### src/rtl/strb_to_axis_if.sv
// Strobe-in / AXI-stream-out bundle for strb_to_axis.
// master: the adapter's view; slave: the producer/consumer side.
interface strb_to_axis_if #(
    parameter int WIDTH = 2
);
    logic             i_strb;
    logic [WIDTH-1:0] i_data;
    logic             o_tvalid;
    logic             o_tready;
    logic [WIDTH-1:0] o_tdata;

    modport master (
        input  i_strb,
        input  i_data,
        input  o_tready,
        output o_tvalid,
        output o_tdata
    );

    modport slave (
        output i_strb,
        output i_data,
        output o_tready,
        input  o_tvalid,
        input  o_tdata
    );
endinterface

### src/rtl/strb_to_axis.sv
// Strobe+data (no backpressure) to AXI-stream adapter with a small FIFO and drop detection.
// Define STRB_AXIS_OVF_CNT_EN to add the saturating dropped-word counter o_ovf_cnt.
module strb_to_axis #(
    parameter int WIDTH = 2,
    parameter int DEPTH = 4
`ifdef STRB_AXIS_OVF_CNT_EN
    ,
    parameter int OVF_CNT_WIDTH = 8
`endif
) (
    input  logic                    clk,
    input  logic                    aresetn,
    strb_to_axis_if.master          bus,
    output logic [$clog2(DEPTH):0]  o_level,
    input  logic                    ovf_clr,
    output logic                    o_ovf
`ifdef STRB_AXIS_OVF_CNT_EN
    ,
    output logic [OVF_CNT_WIDTH-1:0] o_ovf_cnt
`endif
);

    localparam int AW = $clog2(DEPTH);

    logic [WIDTH-1:0] mem [DEPTH];
    logic [AW:0]      wr_ptr;
    logic [AW:0]      rd_ptr;
    logic [AW:0]      wr_next;
    logic [AW:0]      rd_next;
    logic [AW:0]      level_next;
    logic             full;
    logic             pop;
    logic             push;
    logic             drop;
    logic [WIDTH-1:0] tdata_next;

    always_comb begin
        full       = (wr_ptr[AW] != rd_ptr[AW]) && (wr_ptr[AW-1:0] == rd_ptr[AW-1:0]);
        pop        = bus.o_tvalid && bus.o_tready;
        push       = bus.i_strb && (!full || pop);
        drop       = bus.i_strb && !push;
        rd_next    = rd_ptr + (AW+1)'(pop);
        wr_next    = wr_ptr + (AW+1)'(push);
        level_next = wr_next - rd_next;
        tdata_next = bus.o_tdata;
        // A word written into a FIFO that is empty after this edge's pop becomes
        // the new head, so it is taken from i_data rather than the not-yet-written slot.
        if (level_next != '0) begin
            if (push && (wr_ptr[AW-1:0] == rd_next[AW-1:0]))
                tdata_next = bus.i_data;
            else
                tdata_next = mem[rd_next[AW-1:0]];
        end
    end

    always_ff @(posedge clk) begin
        if (push)
            mem[wr_ptr[AW-1:0]] <= bus.i_data;
    end

    always_ff @(posedge clk or negedge aresetn) begin
        if (!aresetn) begin
            wr_ptr       <= '0;
            rd_ptr       <= '0;
            o_level      <= '0;
            bus.o_tvalid <= 1'b0;
            bus.o_tdata  <= '0;
            o_ovf        <= 1'b0;
        end else begin
            wr_ptr       <= wr_next;
            rd_ptr       <= rd_next;
            o_level      <= level_next;
            bus.o_tvalid <= (level_next != '0);
            bus.o_tdata  <= tdata_next;
            if (drop)
                o_ovf <= 1'b1;
            else if (ovf_clr)
                o_ovf <= 1'b0;
        end
    end

`ifdef STRB_AXIS_OVF_CNT_EN
    always_ff @(posedge clk or negedge aresetn) begin
        if (!aresetn)
            o_ovf_cnt <= '0;
        else if (drop && (o_ovf_cnt != '1))
            o_ovf_cnt <= o_ovf_cnt + OVF_CNT_WIDTH'(1);
    end
`endif

endmodule

### src/flat_wrapper.sv
// flat-port wrapper written by rule: the top's interface ports become plain ports
module strb_to_axis_flat 
#(
    parameter int WIDTH = 2,
    parameter int DEPTH = 4

)
  (clk, aresetn, o_level, ovf_clr, o_ovf, bus_i_strb, bus_i_data, bus_o_tready, bus_o_tvalid, bus_o_tdata);
  strb_to_axis_if #(.WIDTH(WIDTH)) bus_i ();
  input  logic clk;
  input  logic aresetn;
  output logic [$clog2(DEPTH):0] o_level;
  input  logic ovf_clr;
  output logic o_ovf;
  input wire logic [$bits(bus_i.i_strb)-1:0] bus_i_strb;
  input wire logic [$bits(bus_i.i_data)-1:0] bus_i_data;
  input wire logic [$bits(bus_i.o_tready)-1:0] bus_o_tready;
  output wire logic [$bits(bus_i.o_tvalid)-1:0] bus_o_tvalid;
  output wire logic [$bits(bus_i.o_tdata)-1:0] bus_o_tdata;
  assign bus_i.i_strb = bus_i_strb;
  assign bus_i.i_data = bus_i_data;
  assign bus_i.o_tready = bus_o_tready;
  assign bus_o_tvalid = bus_i.o_tvalid;
  assign bus_o_tdata = bus_i.o_tdata;
  strb_to_axis #(.WIDTH(WIDTH), .DEPTH(DEPTH)) u_core (.clk(clk), .aresetn(aresetn), .bus(bus_i), .o_level(o_level), .ovf_clr(ovf_clr), .o_ovf(o_ovf));
endmodule
### config.mk
export PLATFORM = sky130hd
export DESIGN_NAME = strb_to_axis_flat
export DESIGN_NICKNAME = d
export VERILOG_FILES = /design/src/rtl/strb_to_axis_if.sv /design/src/rtl/strb_to_axis.sv /design/src/flat_wrapper.sv
export SDC_FILE = /design/constraint.sdc
export NUM_CORES = 1
export LEC_CHECK = 0
export ABC_CLOCK_PERIOD_IN_PS = 7400
export BUFFER_PORTS_ARGS = -buffer_cell sky130_fd_sc_hd__buf_4
export CAP_MARGIN = 30
export CORE_ASPECT_RATIO = 0.7
export CORE_UTILIZATION = 45
export CTS_CLUSTER_DIAMETER = 30
export DETAILED_ROUTE_END_ITERATION = 7
export MAX_ROUTING_LAYER = met4
export PLACE_DENSITY = 0.71
export SYNTH_ARGS = -nofsm -noshare
export SYNTH_HDL_FRONTEND = slang
export SYNTH_SLANG_ARGS = --single-unit
### constraint.sdc
create_clock -name clk -period 7.4 [get_ports clk]
set_clock_uncertainty 0.15 [all_clocks]
set_input_delay 0.74 -clock clk [delete_from_list [all_inputs] [get_ports clk]]
set_output_delay 0.74 -clock clk [all_outputs]
set_load 0.005 [all_outputs]
After elaboration in Yosys (flattened, before gate mapping)
Memories as Yosys holds them, arrays and structs flattened. A register that Yosys moved wholly into a read port is not among the register bits.
Index checks and enable logic that the tools add are counted.
Widths: inputs -> output; s select.
{"block": "op_classes", "n_eq_ne": 2, "n_reduce_logical": 10, "n_mux": 4, "addsub": 3}
{"cell": "$add 3x1->3", "n": 2}
{"cell": "$logic_and 1x1->1", "n": 4}
{"cell": "$mux 1", "n": 4}
{"cell": "$logic_not 1->1", "n": 3}
{"cell": "$reduce_bool 3->1", "n": 1}
{"cell": "$sub 3x3->3", "n": 1}
{"cell": "$eq 2x2->1", "n": 1}
{"cell": "$reduce_bool 2->1", "n": 1}
{"cell": "$logic_or 1x1->1", "n": 1}
{"cell": "$ne 1x1->1", "n": 1}
{"block": "totals", "mem_count": 1, "wordCells": 25, "mem_bits_rw": 8, "out_inout_bits": 7, "in_bits": 7, "register_bits": 11}
{"memory": "u_core.mem", "words": 4, "width": 2, "read_ports": 1, "rd_clocked_by_memory_dff": 1, "wr": 1, "line_no": "strb_to_axis.sv:25", "rtl": "logic [WIDTH-1:0] mem [DEPTH];"}

Logic depth before layout (Yosys ltp)
{"block": "depth", "word_depth": 8, "ltp_mapped": 10, "depth_no_buf": 10}

Least setup slack after synthesis
Ideal clock, no wire load.
{"block": "synth_timing", "kind": "input-to-reg", "start": "input bus_o_tready", "end": "register u_core.bus.o_tdata[0], read port of u_core.mem", "path_buffers": 0, "path_slack_ps": 4189, "path_stages": 10, "arrival_time_ps": 2979, "setup_ps": 82, "required_time_ps": 7168, "path_cell_list": "and2_1 -> o41ai_4 -> inv_2 -> ha_1 -> ha_1 -> inv_1 -> fa_1 -> xor3_1 -> or2_1 -> a31oi_1"}
{"block": "synth_between", "elab_chain_cells": 6, "elab_cells_between_ends": 7, "classes_between": "3 x add/sub; 4 x reduce/logical"}
{"item": "start, declared", "line_no": "flat_wrapper.sv:17", "rtl": "input wire logic [$bits(bus_i.o_tready)-1:0] bus_o_tready;"}
{"item": "$logic_and 1x1->1", "line_no": "strb_to_axis.sv:39", "rtl": "pop = bus.o_tvalid && bus.o_tready;"}
{"item": "$logic_or 1x1->1", "line_no": "strb_to_axis.sv:40", "rtl": "push = bus.i_strb && (!full || pop);"}
{"item": "$logic_and 1x1->1", "line_no": "strb_to_axis.sv:40"}
{"item": "$add 3x1->3", "line_no": "strb_to_axis.sv:43", "rtl": "wr_next = wr_ptr + (AW+1)'(push);"}
{"item": "via u_core.wr_next[1]", "line_no": "strb_to_axis.sv:28", "rtl": "logic [AW:0] wr_next;"}
{"item": "$sub 3x3->3", "line_no": "strb_to_axis.sv:44", "rtl": "level_next = wr_next - rd_next;"}
{"item": "via u_core.level_next[2]", "line_no": "strb_to_axis.sv:30", "rtl": "logic [AW:0] level_next;"}
{"item": "$reduce_bool 3->1", "line_no": "strb_to_axis.sv:48", "rtl": "if (level_next != '0) begin"}
{"item": "end, declared", "line_no": "strb_to_axis_if.sv:17", "rtl": "output o_tdata"}
The timed path passes the listed nets, and every way through them passes these cells.
A chain may end at the register's enable or synchronous reset.

Worst setup path after layout
{"block": "layout_timing", "start": "register u_core.wr_ptr[0]", "end": "register u_core.bus.o_tdata[1], read port of u_core.mem"}
{"block": "layout_between", "elab_chain_cells": 8}
{"item": "start, declared", "line_no": "strb_to_axis.sv:26", "rtl": "logic [AW:0] wr_ptr;"}
{"item": "start signal, assigned", "line_no": "strb_to_axis.sv:70", "rtl": "wr_ptr <= wr_next;"}
{"item": "$eq 2x2->1", "line_no": "strb_to_axis.sv:38", "rtl": "full = (wr_ptr[AW] != rd_ptr[AW]) && (wr_ptr[AW-1:0] == rd_ptr[AW-1:0]);"}
{"item": "$logic_and 1x1->1", "line_no": "strb_to_axis.sv:38"}
{"item": "$logic_not 1->1", "line_no": "strb_to_axis.sv:40"}
{"item": "$logic_or 1x1->1", "line_no": "strb_to_axis.sv:40"}
{"item": "$logic_and 1x1->1", "line_no": "strb_to_axis.sv:40"}
{"item": "$add 3x1->3 (*)", "line_no": "strb_to_axis.sv:43"}
{"item": "via u_core.wr_next[1]", "line_no": "strb_to_axis.sv:28"}
{"item": "$sub 3x3->3 (*)", "line_no": "strb_to_axis.sv:44"}
{"item": "via u_core.level_next[2]", "line_no": "strb_to_axis.sv:30"}
{"item": "$reduce_bool 3->1 (*)", "line_no": "strb_to_axis.sv:48"}
Mark *: on every way through the listed nets, which the timed path passes. The rest lies on a longest branch.

==> flow_metrics.py <==
metrics = {
    "min_path": {
        "hold_class": "input pin to async pin",
    },
    "clock_tree": {
        "insertion_delay_ns": 0.30,
        "tritoncts.num_buffers": 3,
        "htree_levels": 1,
        "cts_num_sinks": 21,
        "clockBufferDepth": 2,
        "cts-resized-gates": 0,
        "postCtsHoldBufs": 0,
        "clkTransAtPathRegs_ns": 0.11,
        "cts_setup_buffers": 0,
        "cts_tree": "done",
        "root_buffer": "clkbuf_4",
    },
    "floorplanning": {
        "die_y_um": 40.2,
        "dieWidth_um": 56.6,
        "core_mm2": 0.00190,
        "die_area_mm2": 0.00227,
        "rows": 13,
        "initial_core_util_pct": 49.3,
        "ios": 14,
    },
    "layout": {
        "drive_above_1_share_pct": 24.4,
        "fill_cells": 153,
        "final_util_pct": 57.3,
        "diodes": 0,
        "final_area_mm2": 0.00109,
        "syn2layout_area_growth_pct": 16.1,
        "fin_nets": 96,
    },
    "sta": {
        "setup_viol_count_final": 0,
        "whs_ns": 0.111,
        "finalSetupTns_ns": 0,
        "relSlewSlack_pct": 75.5,
        "rsz0062_at_grt": "false",
        "max_slew.worst_pin.slew_ns": 0.366,
        "hold_viol": 0,
        "max_freq_mhz": 302,
        "slew_violations": 0,
        "period_share_pct": 44.8,
        "period_needed_ns": 3.32,
    },
    "status": {
        "status": "finished, final reports clean",
    },
    "critical_path": {
        "crit_type": "register to register",
        "timing.rr.end": "u_core.bus.o_tdata[1]$_DFFE_PN0P_",
        "arrival_ns": 3.39,
        "rr_worst_depth": 10,
        "cp-end-kind": "register",
        "r2r_slack_ns": 4.08,
        "crit_path_start_kind": "register",
        "cp_max_fo": 7,
        "cp_data_required_time_ns": 7.47,
        "r2r-start": "u_core.wr_ptr[0]$_DFF_PN0_",
    },
    "synth": {
        "yosysSeqAreaShare_pct": 60.3,
        "yosysMostFrequentCell": "dfrtp_1",
        "synthFlopType": "dfrtp_1",
        "synth_top_area_cell": "dfrtp_1",
        "ys_warn_count": 0,
        "ys_types": 22,
        "synth_seq_cells": 21,
        "synth_top_cells_by_count": "dfrtp_1, edfxtp_1, ha_1, inv_1",
        "syn-cell-area_um2": 938,
        "async_flop_share_pct": 61.9,
        "postSynthCellCount": 65,
        "avgSynthCellArea_um2": 14.4,
        "synthTopCellsByArea": "dfrtp_1, edfxtp_1, ha_1, mux4_2, xor2_1",
        "synth_edf_count": 8,
        "syn-num-nets": 78,
        "synth.top_cell.area_share_pct": 34.7,
    },
    "drt": {
        "postRouteAntennaNets": 0,
        "drc_errors": 0,
        "dr_total_vias": 561,
        "dr.pass1.iters": 4,
        "avgRoutedWirePerCell_um": 14.8,
        "wirelength_mm": 1.54,
        "viasPerCell": 5.39,
        "drt_iter0_markers": 14,
    },
    "placement": {
        "io_buffers": 13,
        "hpwl_mm": 1.21,
        "placed_cell_area_mm2": 0.00106,
        "gp_congestion": 0.751,
    },
    "grt": {
        "grt_pass1_wl_mm": 2.50,
        "grt_use_total_pct": 16.7,
        "grt_max_degree": 14,
        "grt_pass1_vias": 533,
        "antenna_found_initial": 0,
        "grt_overflow": 0,
    },
    "run": {
        "cap_violations": 0,
    },
    "power": {
        "vdd_drop_max_mv": 0.419,
        "p_per_area_mw_per_mm2": 518,
        "p_leak_nw": 0.476,
    },
}
-- cells in the final DEF (no fill, tap or decap), types with 3 or more instances in the layout --
cell and n:
buf_4 13, dfrtp_1 13, edfxtp_1 8, inv_1 5, ha_1 5, xor2_1 4
nand2_1 4, xnor2_1 3, nor3_1 3, o21ai_0 3, clkbuf_4 3
-- logic make-up after synthesis --
family,Yosys count,share of synthesized area [%]
flip-flops,21,60.3
AND/OR/NAND/NOR,16,8.80
XOR/XNOR,8,9.07
AO/OA/AOI/OAI,6,5.87
buffers and inverters,6,2.40
adder cells (fa/ha/maj),6,8.80
multiplexers,2,4.80
-- area by class of cell --
class | instances | area, µm² | area share, %
Sequential cell | 21 | 566 | 51.9
Multi-Input combinational cell | 38 | 350 | 32.1
Timing Repair Buffer | 13 | 97.6 | 8.96
Tap cell | 22 | 27.5 | 2.53
Clock buffer | 4 | 26.3 | 2.41
Inverter | 6 | 22.5 | 2.07
-- metal layers --
metal	wire length, µm	part of all wire, %	vias up	GRT usage (%)
met1	737	48	276	19.5
met4	8	0.52	0	3.66
met3	102	6.6	3	7.10
met2	696	45	16	27.6
li1	-	-	266	-
met5	0	0	-	-
-- how the worst max path moves through the flow --
stage	startpoint	endpoint	slack, ns	depth (start not counted)
2_1_floorplan	bus_o_tready	u_core.bus.o_tdata[0]$_DFFE_PN0P_	4.19	10
4_1_cts	u_core.wr_ptr[0]$_DFF_PN0_	u_core.bus.o_tdata[1]$_DFFE_PN0P_	4.08	10
3_5_place_dp	bus_o_tready	u_core.bus.o_tdata[0]$_DFFE_PN0P_	3.88	11
3_3_place_gp	bus_o_tready	u_core.bus.o_tdata[1]$_DFFE_PN0P_	3.93	11
6_report	u_core.wr_ptr[0]$_DFF_PN0_	u_core.bus.o_tdata[1]$_DFFE_PN0P_	4.08	10
5_1_grt	u_core.wr_ptr[0]$_DFF_PN0_	u_core.bus.o_tdata[1]$_DFFE_PN0P_	3.91	10
-- flip-flops by register name, summed over array words and instances, names as in the netlist --
name,count
u_core.o_level,3
u_core.o_ovf,1
u_core.bus.o_tdata,2
u_core.bus.o_tvalid,1
u_core.rd_ptr,3
u_core.mem,8
u_core.wr_ptr,3
-- power by group --
| part | internal [mW] | switching [mW] | total (mW) |
|---|---|---|---|
| clock | 0.0210 | 0.0319 | 0.0530 |
| sequential | 0.173 | 0.0316 | 0.204 |
| combinational | 0.149 | 0.159 | 0.307 |
-- per-stage QoR --
step	cells	worst slack, ns	power (mW)
2_1_floorplan	65	4.19	0.426
6_report	104	4.08	0.565
3_3_place_gp	100	3.93	0.501
5_1_grt	104	3.91	0.613
4_1_cts	104	4.08	0.570
3_5_place_dp	100	3.88	0.513
-- critical path, stage by stage, from the launching register on --
cell	delay, ns
dfrtp_1	0.48
xor2_1	0.21
o41ai_4	0.47
inv_2	0.11
ha_1	0.20
ha_1	0.28
inv_1	0.06
fa_1	0.41
xor3_1	0.43
or2_1	0.29
a31oi_1	0.16
(Power assumes the default switching activity.)
